==> src/rtl/mem_arbiter_pkg.sv <==
// Shared types and widths for the unified-memory arbiter.
package mem_arbiter_pkg;

    localparam int ADDR_W = 32;
    localparam int DATA_W = 32;
    localparam int BE_W   = DATA_W / 8;

    typedef enum logic [1:0] {
        IDLE      = 2'd0,
        ISSUE     = 2'd1,
        WAIT_RESP = 2'd2,
        RESP      = 2'd3
    } state_t;

    typedef enum logic {
        OWN_IF = 1'b0,
        OWN_DM = 1'b1
    } owner_t;

endpackage

==> src/rtl/mem_arbiter_if.sv <==
// Bus bundle between fetch, data-access, memory and the arbiter.
// Handshakes: a requester raises *_req with a stable payload and keeps it
// until the one-cycle *_gnt pulse; responses are one-cycle *_rvalid pulses
// and *_rdata is only meaningful while rvalid is high. Toward memory,
// mem_req and its payload stay stable until the cycle mem_ready is high;
// mem_rvalid returns read data later.
interface mem_arbiter_if;
    import mem_arbiter_pkg::*;

    logic              if_req;
    logic [ADDR_W-1:0] if_addr;
    logic              if_flush;
    logic              if_gnt;
    logic              if_rvalid;
    logic [DATA_W-1:0] if_rdata;

    logic              dm_req;
    logic              dm_we;
    logic [ADDR_W-1:0] dm_addr;
    logic [DATA_W-1:0] dm_wdata;
    logic [BE_W-1:0]   dm_be;
    logic              dm_gnt;
    logic              dm_rvalid;
    logic [DATA_W-1:0] dm_rdata;

    logic              mem_req;
    logic              mem_we;
    logic [ADDR_W-1:0] mem_addr;
    logic [DATA_W-1:0] mem_wdata;
    logic [BE_W-1:0]   mem_be;
    logic              mem_ready;
    logic              mem_rvalid;
    logic [DATA_W-1:0] mem_rdata;

    // Arbiter side.
    modport slave (
        input  if_req, if_addr, if_flush,
        output if_gnt, if_rvalid, if_rdata,
        input  dm_req, dm_we, dm_addr, dm_wdata, dm_be,
        output dm_gnt, dm_rvalid, dm_rdata,
        output mem_req, mem_we, mem_addr, mem_wdata, mem_be,
        input  mem_ready, mem_rvalid, mem_rdata
    );

    // Requester/memory side.
    modport master (
        output if_req, if_addr, if_flush,
        input  if_gnt, if_rvalid, if_rdata,
        output dm_req, dm_we, dm_addr, dm_wdata, dm_be,
        input  dm_gnt, dm_rvalid, dm_rdata,
        input  mem_req, mem_we, mem_addr, mem_wdata, mem_be,
        output mem_ready, mem_rvalid, mem_rdata
    );

endinterface

==> src/rtl/mem_arb_select.sv <==
// Grant decision: data first, but fetch gets one turn after a run of
// MAX_DATA_STREAK data grants taken while fetch was waiting.
module mem_arb_select
    import mem_arbiter_pkg::*;
#(
    parameter int MAX_DATA_STREAK = 4
) (
    input  logic clk,
    input  logic rst,
    input  logic if_req,
    input  logic dm_req,
    input  logic if_flush,
    input  logic grant_en,
    output logic grant_if,
    output logic grant_dm
);

    localparam int SW = $clog2(MAX_DATA_STREAK + 1);
    localparam logic [SW-1:0] STREAK_MAX = SW'(MAX_DATA_STREAK);

    logic [SW-1:0] streak;
    logic          if_ok;
    logic          fetch_turn;

    // A flushed fetch request does not compete; fetch overrides data only at a full streak.
    always_comb begin
        if_ok      = if_req && !if_flush;
        fetch_turn = if_ok && (streak == STREAK_MAX);
        grant_dm   = grant_en && dm_req && !fetch_turn;
        grant_if   = grant_en && if_ok && (!dm_req || fetch_turn);
    end

    // Count data grants that made a waiting fetch wait longer.
    always_ff @(posedge clk or posedge rst) begin
        if (rst) begin
            streak <= '0;
        end else if (grant_if) begin
            streak <= '0;
        end else if (grant_dm) begin
            if (!if_req) begin
                streak <= '0;
            end else if (streak != STREAK_MAX) begin
                streak <= streak + SW'(1);
            end
        end
    end

endmodule

==> src/rtl/mem_arbiter.sv <==
// Single-port memory arbiter between instruction fetch and data access.
// One transaction at a time; a taken branch can squash an in-flight fetch
// response while the memory access itself still runs to completion.
module mem_arbiter
    import mem_arbiter_pkg::*;
#(
    parameter int MAX_DATA_STREAK = 4
) (
    input  logic           clk,
    input  logic           rst,
    mem_arbiter_if.slave   bus,
    output state_t         dbg_state
);

    state_t            state;
    state_t            state_next;
    owner_t            owner_q;
    logic              we_q;
    logic [ADDR_W-1:0] addr_q;
    logic [DATA_W-1:0] wdata_q;
    logic [BE_W-1:0]   be_q;
    logic              first_q;
    logic              flushed_q;
    logic [DATA_W-1:0] if_rdata_q;
    logic [DATA_W-1:0] dm_rdata_q;
    logic              grant_if;
    logic              grant_dm;

    mem_arb_select #(
        .MAX_DATA_STREAK(MAX_DATA_STREAK)
    ) u_select (
        .clk      (clk),
        .rst      (rst),
        .if_req   (bus.if_req),
        .dm_req   (bus.dm_req),
        .if_flush (bus.if_flush),
        .grant_en (state == IDLE),
        .grant_if (grant_if),
        .grant_dm (grant_dm)
    );

    // State register.
    always_ff @(posedge clk or posedge rst) begin
        if (rst) state <= IDLE;
        else     state <= state_next;
    end

    // Next-state: writes finish on mem_ready, reads wait for mem_rvalid.
    always_comb begin
        state_next = state;
        case (state)
            IDLE:      if (grant_if || grant_dm) state_next = ISSUE;
            ISSUE:     if (bus.mem_ready) state_next = we_q ? RESP : WAIT_RESP;
            WAIT_RESP: if (bus.mem_rvalid) state_next = RESP;
            RESP:      state_next = IDLE;
            default:   state_next = IDLE;
        endcase
    end

    // Capture the winner's payload at the granting edge; fetch is a full-word read.
    always_ff @(posedge clk or posedge rst) begin
        if (rst) begin
            owner_q <= OWN_IF;
            we_q    <= 1'b0;
            addr_q  <= '0;
            wdata_q <= '0;
            be_q    <= '0;
        end else if (grant_dm) begin
            owner_q <= OWN_DM;
            we_q    <= bus.dm_we;
            addr_q  <= bus.dm_addr;
            wdata_q <= bus.dm_wdata;
            be_q    <= bus.dm_be;
        end else if (grant_if) begin
            owner_q <= OWN_IF;
            we_q    <= 1'b0;
            addr_q  <= bus.if_addr;
            wdata_q <= '0;
            be_q    <= '1;
        end
    end

    // first_q marks the first ISSUE cycle; flushed_q remembers a squash until IDLE.
    always_ff @(posedge clk or posedge rst) begin
        if (rst) begin
            first_q   <= 1'b0;
            flushed_q <= 1'b0;
        end else begin
            first_q <= grant_if || grant_dm;
            if (state == IDLE)
                flushed_q <= 1'b0;
            else if (bus.if_flush && owner_q == OWN_IF)
                flushed_q <= 1'b1;
        end
    end

    // Response data registers; each holds its last value between pulses.
    always_ff @(posedge clk or posedge rst) begin
        if (rst) begin
            if_rdata_q <= '0;
            dm_rdata_q <= '0;
        end else if (state == WAIT_RESP && bus.mem_rvalid) begin
            if (owner_q == OWN_IF) if_rdata_q <= bus.mem_rdata;
            else                   dm_rdata_q <= bus.mem_rdata;
        end else if (state == ISSUE && bus.mem_ready && we_q) begin
            dm_rdata_q <= '0;
        end
    end

    // Control outputs decode straight from state so reset clears them at once.
    assign bus.if_gnt    = (state == ISSUE) && first_q && (owner_q == OWN_IF);
    assign bus.dm_gnt    = (state == ISSUE) && first_q && (owner_q == OWN_DM);
    assign bus.if_rvalid = (state == RESP) && (owner_q == OWN_IF) && !flushed_q && !bus.if_flush;
    assign bus.dm_rvalid = (state == RESP) && (owner_q == OWN_DM);
    assign bus.if_rdata  = if_rdata_q;
    assign bus.dm_rdata  = dm_rdata_q;
    assign bus.mem_req   = (state == ISSUE);
    assign bus.mem_we    = we_q;
    assign bus.mem_addr  = addr_q;
    assign bus.mem_wdata = wdata_q;
    assign bus.mem_be    = be_q;
    assign dbg_state     = state;

endmodule
==> src/flat_wrapper.sv <==
// flat-port wrapper written by rule: the top's interface ports become plain ports
module mem_arbiter_flat import mem_arbiter_pkg::*;
#(
    parameter int MAX_DATA_STREAK = 4
)
  (clk, rst, dbg_state, bus_if_req, bus_if_addr, bus_if_flush, bus_if_gnt, bus_if_rvalid, bus_if_rdata, bus_dm_req, bus_dm_we, bus_dm_addr, bus_dm_wdata, bus_dm_be, bus_dm_gnt, bus_dm_rvalid, bus_dm_rdata, bus_mem_req, bus_mem_we, bus_mem_addr, bus_mem_wdata, bus_mem_be, bus_mem_ready, bus_mem_rvalid, bus_mem_rdata);
  mem_arbiter_if bus_i ();
  input  logic clk;
  input  logic rst;
  output state_t dbg_state;
  input wire logic [$bits(bus_i.if_req)-1:0] bus_if_req;
  input wire logic [$bits(bus_i.if_addr)-1:0] bus_if_addr;
  input wire logic [$bits(bus_i.if_flush)-1:0] bus_if_flush;
  output wire logic [$bits(bus_i.if_gnt)-1:0] bus_if_gnt;
  output wire logic [$bits(bus_i.if_rvalid)-1:0] bus_if_rvalid;
  output wire logic [$bits(bus_i.if_rdata)-1:0] bus_if_rdata;
  input wire logic [$bits(bus_i.dm_req)-1:0] bus_dm_req;
  input wire logic [$bits(bus_i.dm_we)-1:0] bus_dm_we;
  input wire logic [$bits(bus_i.dm_addr)-1:0] bus_dm_addr;
  input wire logic [$bits(bus_i.dm_wdata)-1:0] bus_dm_wdata;
  input wire logic [$bits(bus_i.dm_be)-1:0] bus_dm_be;
  output wire logic [$bits(bus_i.dm_gnt)-1:0] bus_dm_gnt;
  output wire logic [$bits(bus_i.dm_rvalid)-1:0] bus_dm_rvalid;
  output wire logic [$bits(bus_i.dm_rdata)-1:0] bus_dm_rdata;
  output wire logic [$bits(bus_i.mem_req)-1:0] bus_mem_req;
  output wire logic [$bits(bus_i.mem_we)-1:0] bus_mem_we;
  output wire logic [$bits(bus_i.mem_addr)-1:0] bus_mem_addr;
  output wire logic [$bits(bus_i.mem_wdata)-1:0] bus_mem_wdata;
  output wire logic [$bits(bus_i.mem_be)-1:0] bus_mem_be;
  input wire logic [$bits(bus_i.mem_ready)-1:0] bus_mem_ready;
  input wire logic [$bits(bus_i.mem_rvalid)-1:0] bus_mem_rvalid;
  input wire logic [$bits(bus_i.mem_rdata)-1:0] bus_mem_rdata;
  assign bus_i.if_req = bus_if_req;
  assign bus_i.if_addr = bus_if_addr;
  assign bus_i.if_flush = bus_if_flush;
  assign bus_if_gnt = bus_i.if_gnt;
  assign bus_if_rvalid = bus_i.if_rvalid;
  assign bus_if_rdata = bus_i.if_rdata;
  assign bus_i.dm_req = bus_dm_req;
  assign bus_i.dm_we = bus_dm_we;
  assign bus_i.dm_addr = bus_dm_addr;
  assign bus_i.dm_wdata = bus_dm_wdata;
  assign bus_i.dm_be = bus_dm_be;
  assign bus_dm_gnt = bus_i.dm_gnt;
  assign bus_dm_rvalid = bus_i.dm_rvalid;
  assign bus_dm_rdata = bus_i.dm_rdata;
  assign bus_mem_req = bus_i.mem_req;
  assign bus_mem_we = bus_i.mem_we;
  assign bus_mem_addr = bus_i.mem_addr;
  assign bus_mem_wdata = bus_i.mem_wdata;
  assign bus_mem_be = bus_i.mem_be;
  assign bus_i.mem_ready = bus_mem_ready;
  assign bus_i.mem_rvalid = bus_mem_rvalid;
  assign bus_i.mem_rdata = bus_mem_rdata;
  mem_arbiter #(.MAX_DATA_STREAK(MAX_DATA_STREAK)) u_core (.clk(clk), .rst(rst), .bus(bus_i), .dbg_state(dbg_state));
endmodule
==> config.mk <==
export PLATFORM = sky130hd
export DESIGN_NAME = mem_arbiter_flat
export DESIGN_NICKNAME = d
export VERILOG_FILES = /design/src/rtl/mem_arbiter_pkg.sv /design/src/rtl/mem_arbiter_if.sv /design/src/rtl/mem_arb_select.sv /design/src/rtl/mem_arbiter.sv /design/src/flat_wrapper.sv
export SDC_FILE = /design/constraint.sdc
export NUM_CORES = 1
export LEC_CHECK = 0
export CAP_MARGIN = 20
export CORE_ASPECT_RATIO = 0.8
export CORE_UTILIZATION = 40
export DETAILED_ROUTE_END_ITERATION = 8
export DONT_BUFFER_PORTS = 1
export GPL_ROUTABILITY_DRIVEN = 1
export SLEW_MARGIN = 20
export SYNTH_ARGS = -nofsm -noshare
export SYNTH_HDL_FRONTEND = slang
export SYNTH_HIERARCHICAL = 1
export SYNTH_SLANG_ARGS = --single-unit
==> constraint.sdc <==
create_clock -name clk -period 6.85 [get_ports clk]
set_clock_uncertainty 0.2 [all_clocks]
set_input_delay 1.37 -clock clk [delete_from_list [all_inputs] [get_ports clk]]
set_output_delay 1.37 -clock clk [all_outputs]
set_load 0.02 [all_outputs]
# Word-level counts from Yosys, hierarchy flattened
# Cells that the tools add are included.
[op_classes] addsub=1 n_eq_ne=10 mux=23 bitwise_logic=1 n_reduce_logical=31
[op_table] cell="$mux 32" count=7
[op_table] cell="$logic_and 1x1->1" count=17
[op_table] cell="$mux 3" count=4
[op_table] cell="$mux 4" count=2
[op_table] cell="$pmux 2 s4" count=1
[op_table] cell="$mux 1" count=6
[op_table] cell="$mux 2" count=3
[op_table] cell="$ne 2x1->1 const B" count=3
[op_table] cell="$reduce_and 2->1" count=3
[op_table] cell="$reduce_bool 2->1" count=3
[op_table] cell="$eq 2x2->1 const B" count=2
[op_table] cell="$logic_not 1->1" count=4
[op_table] cell="$add 3x1->3 const B" count=1
[op_table] cell="$eq 3x3->1 const B" count=1
[op_table] cell="$ne 3x1->1 const B" count=1
[op_table] cell="$ne 3x3->1 const B" count=1
[op_table] cell="$reduce_and 3->1" count=1
[op_table] cell="$eq 2x1->1 const B" count=1
[op_table] cell="$logic_not 2->1" count=1
[op_table] cell="$logic_or 1x1->1" count=2
[op_table] cell="$ne 2x2->1 const B" count=1
[op_table] cell="$not 1->1" count=1
[totals] register_bits=141 in_bits=140 out_inout_bits=140 word_cells=77

# Logic depth before layout (Yosys ltp)
# Gate-level depths: netlist of the first run.
[logic_depth] ltp_word=8 depth_mapped=10 ltp_nobuf=7

# Cells and area by module
# The synthesis of the first run kept the hierarchy.
[modules_own_cells] module="mem_arbiter" n_inst=1 cells_per_inst=459 area_per_inst_um2=5625.4 seq_area_each_um2=3453.3
[modules_own_cells] module="mem_arb_select" n_inst=1 cells_per_inst=26 area_per_inst_um2=225.2 seq_area_each_um2=75.1

# Least setup slack after synthesis of the first run
# Ideal clock, no wire load.
[synth_path] kind="input to output" startpoint="input bus_if_flush" endpoint="output bus_if_rvalid" arrival_time_ns=2.109 required_ns=5.280 path_slack_ns=3.171 stages=1 path_cell_list="nor4b_1"
[synth_via] elab_chain_cells=2
[synth_lines] element="start: declaration" line_no="flat_wrapper.sv:13" source="input wire logic [$bits(bus_i.if_flush)-1:0] bus_if_flush;"
[synth_lines] element="$logic_not 1->1" line_no="mem_arbiter.sv:113" source="assign bus.if_rvalid = (state == RESP) && (owner_q == OWN_IF) && !flushed_q && !bus.if_flush;"
[synth_lines] element="$logic_and 1x1->1" line_no="mem_arbiter.sv:113"
[synth_lines] element="end: declaration" line_no="flat_wrapper.sv:15" source="output wire logic [$bits(bus_i.if_rvalid)-1:0] bus_if_rvalid;"
# Every way passes these cells.

# Worst setup path in the final report of the first run
# Same ends and word-level chain as after synthesis.

==> results of run 1 <==
-- kinds of logic after synthesis --
kind of cell	share of synthesized area, %
flip-flops	60.31
adder cells (fa/ha/maj)	1.711
multiplexers	11.83
AO/OA/AOI/OAI	13.13
AND/OR/NAND/NOR	9.388
buffers and inverters	3.636
-- through the flow --
| stage | worst slack (ns) | utilization (%) |
|---|---|---|
| 2_1_floorplan | 1.584 | - |
| 3_3_place_gp | 3.106 | 41.64 |
| 3_5_place_dp | 3.103 | 41.64 |
| 4_1_cts | 3.096 | 46.22 |
| 5_1_grt | 2.990 | 46.43 |
| 6_report | 3.100 | 46.43 |
-- cells in the final DEF, fill, tap and decap left out, types with 4 or more instances in the layout --
cell	count
clkbuf_16	17
a22o_1	39
inv_6	4
bufinv_16	5
dfrtp_1	141
a21oi_1	4
nand2_1	65
buf_4	4
mux2i_1	32
ha_1	8
inv_1	8
mux2_2	33
nand2b_1	26
nor2_1	8
o21ai_0	62
-- registers in the layout (all words and copies together), names as in the netlist --
name,cells
u_core/bus.mem_addr,32
u_core/bus.dm_rdata,32
u_core/bus.mem_be,4
u_core/u_select/streak,3
u_core/first_q,1
u_core/dbg_state,2
u_core/flushed_q,1
u_core/bus.mem_we,1
u_core/owner_q,1
u_core/bus.if_rdata,32
u_core/bus.mem_wdata,32
-- power groups by stage --
stage | clock network, mW | logic, mW | registers (mW)
final | 1.01 | 0.711 | 1.92
after CTS | 1.03 | 0.704 | 1.92
after global routing | 1.07 | 0.806 | 1.96
after floorplan | 0 | 0.600 | 1.83
after global placement | 0 | 0.664 | 1.93
after detailed placement | 0 | 0.704 | 1.93
-- layer usage --
metal  vias to the layer above  GRT usage [%]
li1                       1671              -
met1                      1866          21.37
met2                       161          25.25
met3                        13          7.133
met4                         0          6.044
met5                         -              0
-- layout make-up --
type,count,area [µm²]
Inverter,9,38.79
Tap cell,184,230.2
Clock buffer,19,442.9
Fill cell,1292,7659
Clock inverter,13,211.5
Multi-Input combinational cell,303,2118
Timing Repair Buffer,6,68.82
Sequential cell,141,3528
-- worst paths after layout --
path                                          start                        end  slack, ns  cells after the start
worst max-delay path                   bus_if_flush              bus_if_rvalid       3.10                      1
worst min-delay path               u_core/flushed_q           u_core/flushed_q       0.31                      2
worst max register to register  u_core/dbg_state[0]     u_core/bus.mem_addr[5]       4.04                      7
worst min register to register     u_core/flushed_q           u_core/flushed_q       0.31                      2
max in group asynchronous                       rst       u_core/bus.mem_be[1]       4.51                      2
min in group asynchronous                       rst  u_core/u_select/streak[1]       0.52                      1
==> results.cfg, run 1 <==
[power_and_ir_drop]
p_int_mw = 2.202
pwr-share-clk_pct = 27.7
power.total_mw = 3.636
p_sw_mw = 1.433
switching_share_pct = 39.42
pwr-share-comb_pct = 19.6
p_per_area_nw_per_um2 = 547.6
p_leak_nw = 2.918
pwr-share-seq_pct = 52.8
max-vdd-ir-drop_v = 0.0002542

[critical_path]
start_kind = input port
crit_slowest_cell = nor4b_1
cpLargestDelayFamily = simple AND/OR/NAND/NOR gates
path_buf_inv = 0
worstPathRequired_ns = 5.28
path_max_fanout = 4
critPathArrivalTime_ns = 2.18
path_cells = nor4b_1
crit_type = in2out
max_stage_delay_ns = 0.81
cp-end-kind = output pin

[synth]
syn_nets = 633
synth_common_cells = dfrtp_1, nand2_1, o21ai_0
synth-seq-cells = 141
synth_top_area_share_pct = 60.31
synth_cell_types = 36
async_flop_share_pct = 100.0
syn_inst = 485
avgSynthCellArea_um2 = 12.06
yosysSeqAreaShare_pct = 60.31
synth_ff_type = dfrtp_1
synth_warnings = 6
synth-edff-count = 0
synth_most_common_cell = dfrtp_1
syn-cell-area_um2 = 5851
yosysTopAreaCell = dfrtp_1
ys_top_cells_by_area = dfrtp_1, mux2_2, a22o_1

[drt]
routed.top_layer = met4
viasPerCell = 5.498
dr.first_iter.drc_count = 308
wl_um = 13140
drt_pass1_iterations = 6
drc = 0
vias = 3711
detail_route.wl_per_cell_um = 19.47
wl_met3_um = 1108
postRouteAntennaNets = 0
wl_met2_um = 6511
wl_met1_um = 5352

[final_layout]
final_nets = 626
drive_gt1_share_pct = 15.89
area_growth_pct = 13.47
layout.cells.non_filler = 675
antenna_cells = 0
fin_area_um2 = 6639

[grt]
grt_pass1_vias = 3550
grt_max_degree = 133
antenna_found_initial = 0
grt_pass1_wl_um = 18830
grt.total_usage_pct = 16.72
overflow = 0

[cts]
hold_buffers = 0
cts_htree_levels = 4
cts_tree = done
cts.sinks = 141
cts_root_buffer = clkbuf_16
clock_path_buffers = 2
cts-buffers-inserted = 17
cts_resized = 0
clk_latency_ns = 0.41
clkTransAtPathRegs_ns = 0.05
post-cts-setup-buffers = 0

[sta]
setup_viol = 0
grt_setup_unrepaired = no
setup_tns_ns = 0
post-route-period-util_pct = 54.75
slew_viol_final = 0
hold_viol_final = 0
slew_headroom_pct = 32.40
fin_crit_ns = 3.750
whs_ns = 0.3065
worst-slew-pin-transition_ns = 1.000
fmax_mhz = 266.6

[placement]
globalplace.congestion = 0.7838
io_buffer_count = 0
hpwlAfterDp_um = 8884
dpl.cell_count = 642
post_dp_cell_area_um2 = 5953

[floorplan]
rows = 39
die_w_um = 137.2
die_h_um = 110.2
initial_core_util_pct = 40.92
io_pins = 280
dieArea_um2 = 15120
core_area_um2 = 14300

[job]
drv_cap = 0

[hold_path]
holdCritPathClass = reg2reg

[outcome]
outcome = complete, no violations
(Power assumes the default switching activity.)
==> inputs of run 2 (changes only) <==
- clock period: 6.85 -> 3.28 ns (I/O delays scaled with it)
==> results.cfg, run 2 (synthesis results as in run 1) <==
[sta]
slew_viol_final = 0
grt_setup_unrepaired = no
worst-slew-pin-transition_ns = 0.4494
fin_ws_ns = 0.5396
fmax_mhz = 364.9
whs_ns = 0.009970
setup_viol = 0
post-route-period-util_pct = 83.55
setup_tns_ns = 0
hold_viol_final = 0
slew_headroom_pct = 70.04
fin_crit_ns = 2.740

[cts]
cts_root_buffer = clkbuf_16
cts_htree_levels = 4
cts_tree = done
clock_path_buffers = 2
post-cts-setup-buffers = 0
clkTransAtPathRegs_ns = 0.06
cts-buffers-inserted = 17
clk_latency_ns = 0.41
cts.sinks = 141

[grt]
use_met2_pct = 27.81
grt.total_usage_pct = 17.58
gr-usage-met3_pct = 6.310
grt_max_degree = 106
grt.busiest_layer = met2
grt_util_met1_pct = 21.98
antenna_found_initial = 0
overflow = 0
grt_pass1_vias = 3701
grt_pass1_wl_um = 19850

[critical_path]
path_buf_inv = 1
start_kind = flip-flop
cp-end-kind = output pin
cpLargestDelayFamily = flip-flops
crit_type = reg2out
crit_path_start = u_core/dbg_state[1]
path_cells = inv_1, ha_1, nand2_1, nor2_1
path_max_fanout = 6
worstPathRequired_ns = 2.42
critPathArrivalTime_ns = 1.88
rr_startpoint = u_core/dbg_state[0]
crit_slowest_cell = dfrtp_1
max_stage_delay_ns = 0.51

[drt]
dr.first_iter.drc_count = 200
detail_route.wl_per_cell_um = 19.77
drt_pass1_iterations = 4
viasPerCell = 5.451
drc = 0
vias = 3701
postRouteAntennaNets = 0
wl_um = 13420

[job]
drv_cap = 0

[final_layout]
drive_gt1_share_pct = 16.57
layout_commonest_cell = dfrtp_1
layout.cells.non_filler = 679
antenna_cells = 0
area_growth_pct = 13.73
final_cell_mix = dfrtp_1, nand2_1, o21ai_0, a22o_1, mux2_2
final_nets = 630
nFillCells = 1289

[power_and_ir_drop]
max-vdd-ir-drop_v = 0.0005272
p_per_area_nw_per_um2 = 1124
p_leak_nw = 2.906

[floorplan]
die_w_um = 137.2
io_pins = 280
dieArea_um2 = 15120
die_h_um = 110.2
initial_core_util_pct = 40.92
core_area_um2 = 14300
rows = 39

[placement]
dp_slack_ns = 0.7572
hpwlAfterDp_um = 9219
globalplace.congestion = 0.8189
io_buffer_count = 0
dpl.cell_count = 646

[hold_path]
holdCritPathClass = in2async

[outcome]
outcome = complete, no violations
==> run 2: changes by cell type in the layout (fill, tap and decap cells not counted), sizes merged <==
cell / previous run / this run
clkbuf: 19 / 17
clkinvlp: 1 / 5
bufinv: 5 / 3
dlygate4sd3: 0 / 1
buf: 6 / 9
==> run 2: worst register-to-register path: cells and delay by family, from the launching register on <==
kind / cells / cell delay, ns
and+or+nand+nor: 2 / 0.30
DFF: 1 / 0.51
muxes: 1 / 0.38
AOI/OAI and AO/OA: 2 / 0.57
buffers and inverters: 1 / 0.19
adders and majority gates: 1 / 0.27
==> run 2: worst paths after layout <==
| check | endpoint | depth (start not counted) | slack [ns] |
|---|---|---|---|
| max in group asynchronous | u_core/u_select/streak[1] | 2 | 2.36 |
| max | bus_dm_gnt | 4 | 0.54 |
| min in group clk | u_core/bus.mem_wdata[15] | 2 | 0.16 |
| min | u_core/bus.mem_addr[25] | 2 | 0.01 |
| max reg2reg | u_core/dbg_state[1] | 7 | 0.75 |
| min reg2reg | u_core/flushed_q | 2 | 0.31 |
==> run 2: area by class of cell <==
type	count	area [µm²]	share of cell area, %
multi-input combinational	303	2118	31.84
inverter	9	37.54	0.5641
tap	184	230.2	3.460
clock buffer	17	425.4	6.393
timing repair buffer	10	127.6	1.918
sequential	141	3528	53.03
clock inverter	15	186.4	2.802
==> run 2: routing by layer <==
metal	wire [µm]	share of wire, %
met5	0	0
met4	153	1.1
met3	1011	7.5
met2	6651	50
met1	5606	42
==> run 2: per-stage QoR <==
step	util (%)	instance area, µm²	total power, mW
global placement	42.19	6032	5.443
CTS	46.54	6654	7.556
global route	46.54	6654	7.895
floorplan	-	5854	5.074
detailed placement	42.19	6032	5.529
finish	46.54	6654	7.479
==> run 2: what timing repair did <==
| item | CTS | global route |
|---|---|---|
| gates resized for setup | 0 | 0 |
| endpoints found under the hold margin | 3 | 0 |
| hold buffers | 1 | 0 |
==> run 2: where the power goes <==
part / total, mW / leakage (nW) / internal, mW / switching [mW]
Combinational: 1.48 / 0.839 / 0.717 / 0.758
Clock: 1.99 / 0.287 / 1.21 / 0.784
Sequential: 4.01 / 1.78 / 2.50 / 1.51
==> inputs of run 3 (changes only) <==
- clock period: 3.28 -> 2.37 ns (I/O delays scaled with it)
==> results.cfg, run 3 (synthesis results as in run 1) <==
[final_layout]
final_core_util_pct = 54.05
layout_commonest_cell = dfrtp_1
antenna_cells = 0
drive_gt1_share_pct = 14.76
layout.cells.non_filler = 787
final_cell_mix = dfrtp_1, dlygate4sd3_1, nand2_1, o21ai_0, a22o_1
final_nets = 738
fin_area_um2 = 7727
nFillCells = 1175
area_growth_pct = 32.08

[placement]
dpl.cell_count = 651
globalplace.congestion = 0.7967
hpwlAfterDp_um = 9328
post_dp_cell_area_um2 = 6070
io_buffer_count = 0

[critical_path]
path_max_fanout = 5
crit_path_frequent_cell = buf_4
start_kind = flip-flop
worstPathRequired_ns = 1.70
crit_slowest_cell = dfrtp_1
cp-end-kind = output pin
path_cells = buf_4, ha_1, nor4b_1, buf_4
path_buf_inv = 2
critPathArrivalTime_ns = 1.60
cpLargestDelayFamily = buffers and inverters
crit_type = reg2out
r2r_setup_slack_ns = 0.12
max_stage_delay_ns = 0.34

[cts]
cts.sinks = 141
post-cts-setup-buffers = 0
cts-buffers-inserted = 17
cts_root_buffer = clkbuf_16
cts_htree_levels = 4
cts_tree = done
clock_path_buffers = 2
clk_latency_ns = 0.42
clkTransAtPathRegs_ns = 0.06

[power_and_ir_drop]
p_leak_nw = 3.364
p_per_area_nw_per_um2 = 1362
max-vdd-ir-drop_v = 0.0008290
power.total_mw = 10.53

[drt]
drt_pass1_iterations = 7
detail_route.wl_per_cell_um = 19.06
wl_um = 15000
viasPerCell = 5.291
vias = 4164
dr.first_iter.drc_count = 210
drc = 0
postRouteAntennaNets = 0

[sta]
grt_setup_unrepaired = no
slew_viol_final = 0
post-route-period-util_pct = 95.98
worst-slew-pin-transition_ns = 0.4442
setup_viol = 0
fmax_mhz = 439.6
hold_viol_final = 0
slew_headroom_pct = 70.39
whs_ns = 0.01639
fin_crit_ns = 2.275

[floorplan]
io_pins = 280
die_h_um = 110.2
rows = 39
die_w_um = 137.2
core_area_um2 = 14300
initial_core_util_pct = 40.92
dieArea_um2 = 15120

[grt]
grt_pass1_vias = 4234
antenna_found_initial = 0
grt.total_usage_pct = 19.55
overflow = 0
grt_pass1_wl_um = 22050
grt_max_degree = 133

[outcome]
outcome = complete, no violations

[hold_path]
holdCritPathClass = in2reg

[job]
drv_cap = 0
-- run 3: cell count changes in the layout (fill, tap and decap cells not counted), moves of 2 or more --
cell           delta
dlygate4sd3_1   +103
buf_4             +3
buf_6             +2
ha_1              -2
ha_2              +2
-- run 3: layer usage --
metal  track usage [%]  routed length (µm)  up-vias
met5                 0                   0        -
met4             8.320                 228        0
met3             6.081                1022       19
met2             32.97                7624      165
met1             23.13                6121     2078
li1                  -                   -     1902
-- run 3: area by class of cell --
class                   instances  area, µm²  share of cell area, %
flip-flops and latches        141       3528                  45.66
multi-input cells             303       2123                  27.48
repair buffers                118       1211                  15.67
clock buffers                  18      439.2                  5.683
well taps                     184      230.2                  2.979
clock inverters                14      157.7                  2.040
inverters                       9      37.54                 0.4858
-- run 3: stage by stage --
stage          TNS, ns  setup WS [ns]
6_report             0        0.09518
2_1_floorplan   -3.476       -0.02512
4_1_cts              0        0.02511
5_1_grt              0        0.02107
3_5_place_dp         0         0.1337
3_3_place_gp         0         0.2178
-- run 3: final timing paths --
check | startpoint | depth (start not counted) | to
min | bus_dm_wdata[24] | 2 | u_core/bus.mem_wdata[24]
max reg2reg | u_core/u_select/streak[0] | 7 | u_core/bus.mem_wdata[4]
max | u_core/dbg_state[1] | 4 | bus_if_rvalid
min in group asynchronous | rst | 2 | u_core/u_select/streak[1]
min reg2reg | u_core/flushed_q | 2 | u_core/flushed_q
max in group asynchronous | rst | 3 | u_core/bus.mem_addr[8]
-- run 3: what timing repair did --
| action | in CTS | in global routing |
|---|---|---|
| endpoints found under the setup margin | 0 | 31 |
| gates resized for setup | 0 | 6 |
| hold buffers | 100 | 4 |
| hold endpoints to repair | 268 | 4 |
-- run 3: power by group --
part | internal (mW) | total, mW | leakage (nW) | switching [mW]
combinational | 1.15 | 2.34 | 1.30 | 1.19
clock | 1.59 | 2.65 | 0.284 | 1.06
sequential | 3.46 | 5.53 | 1.78 | 2.07
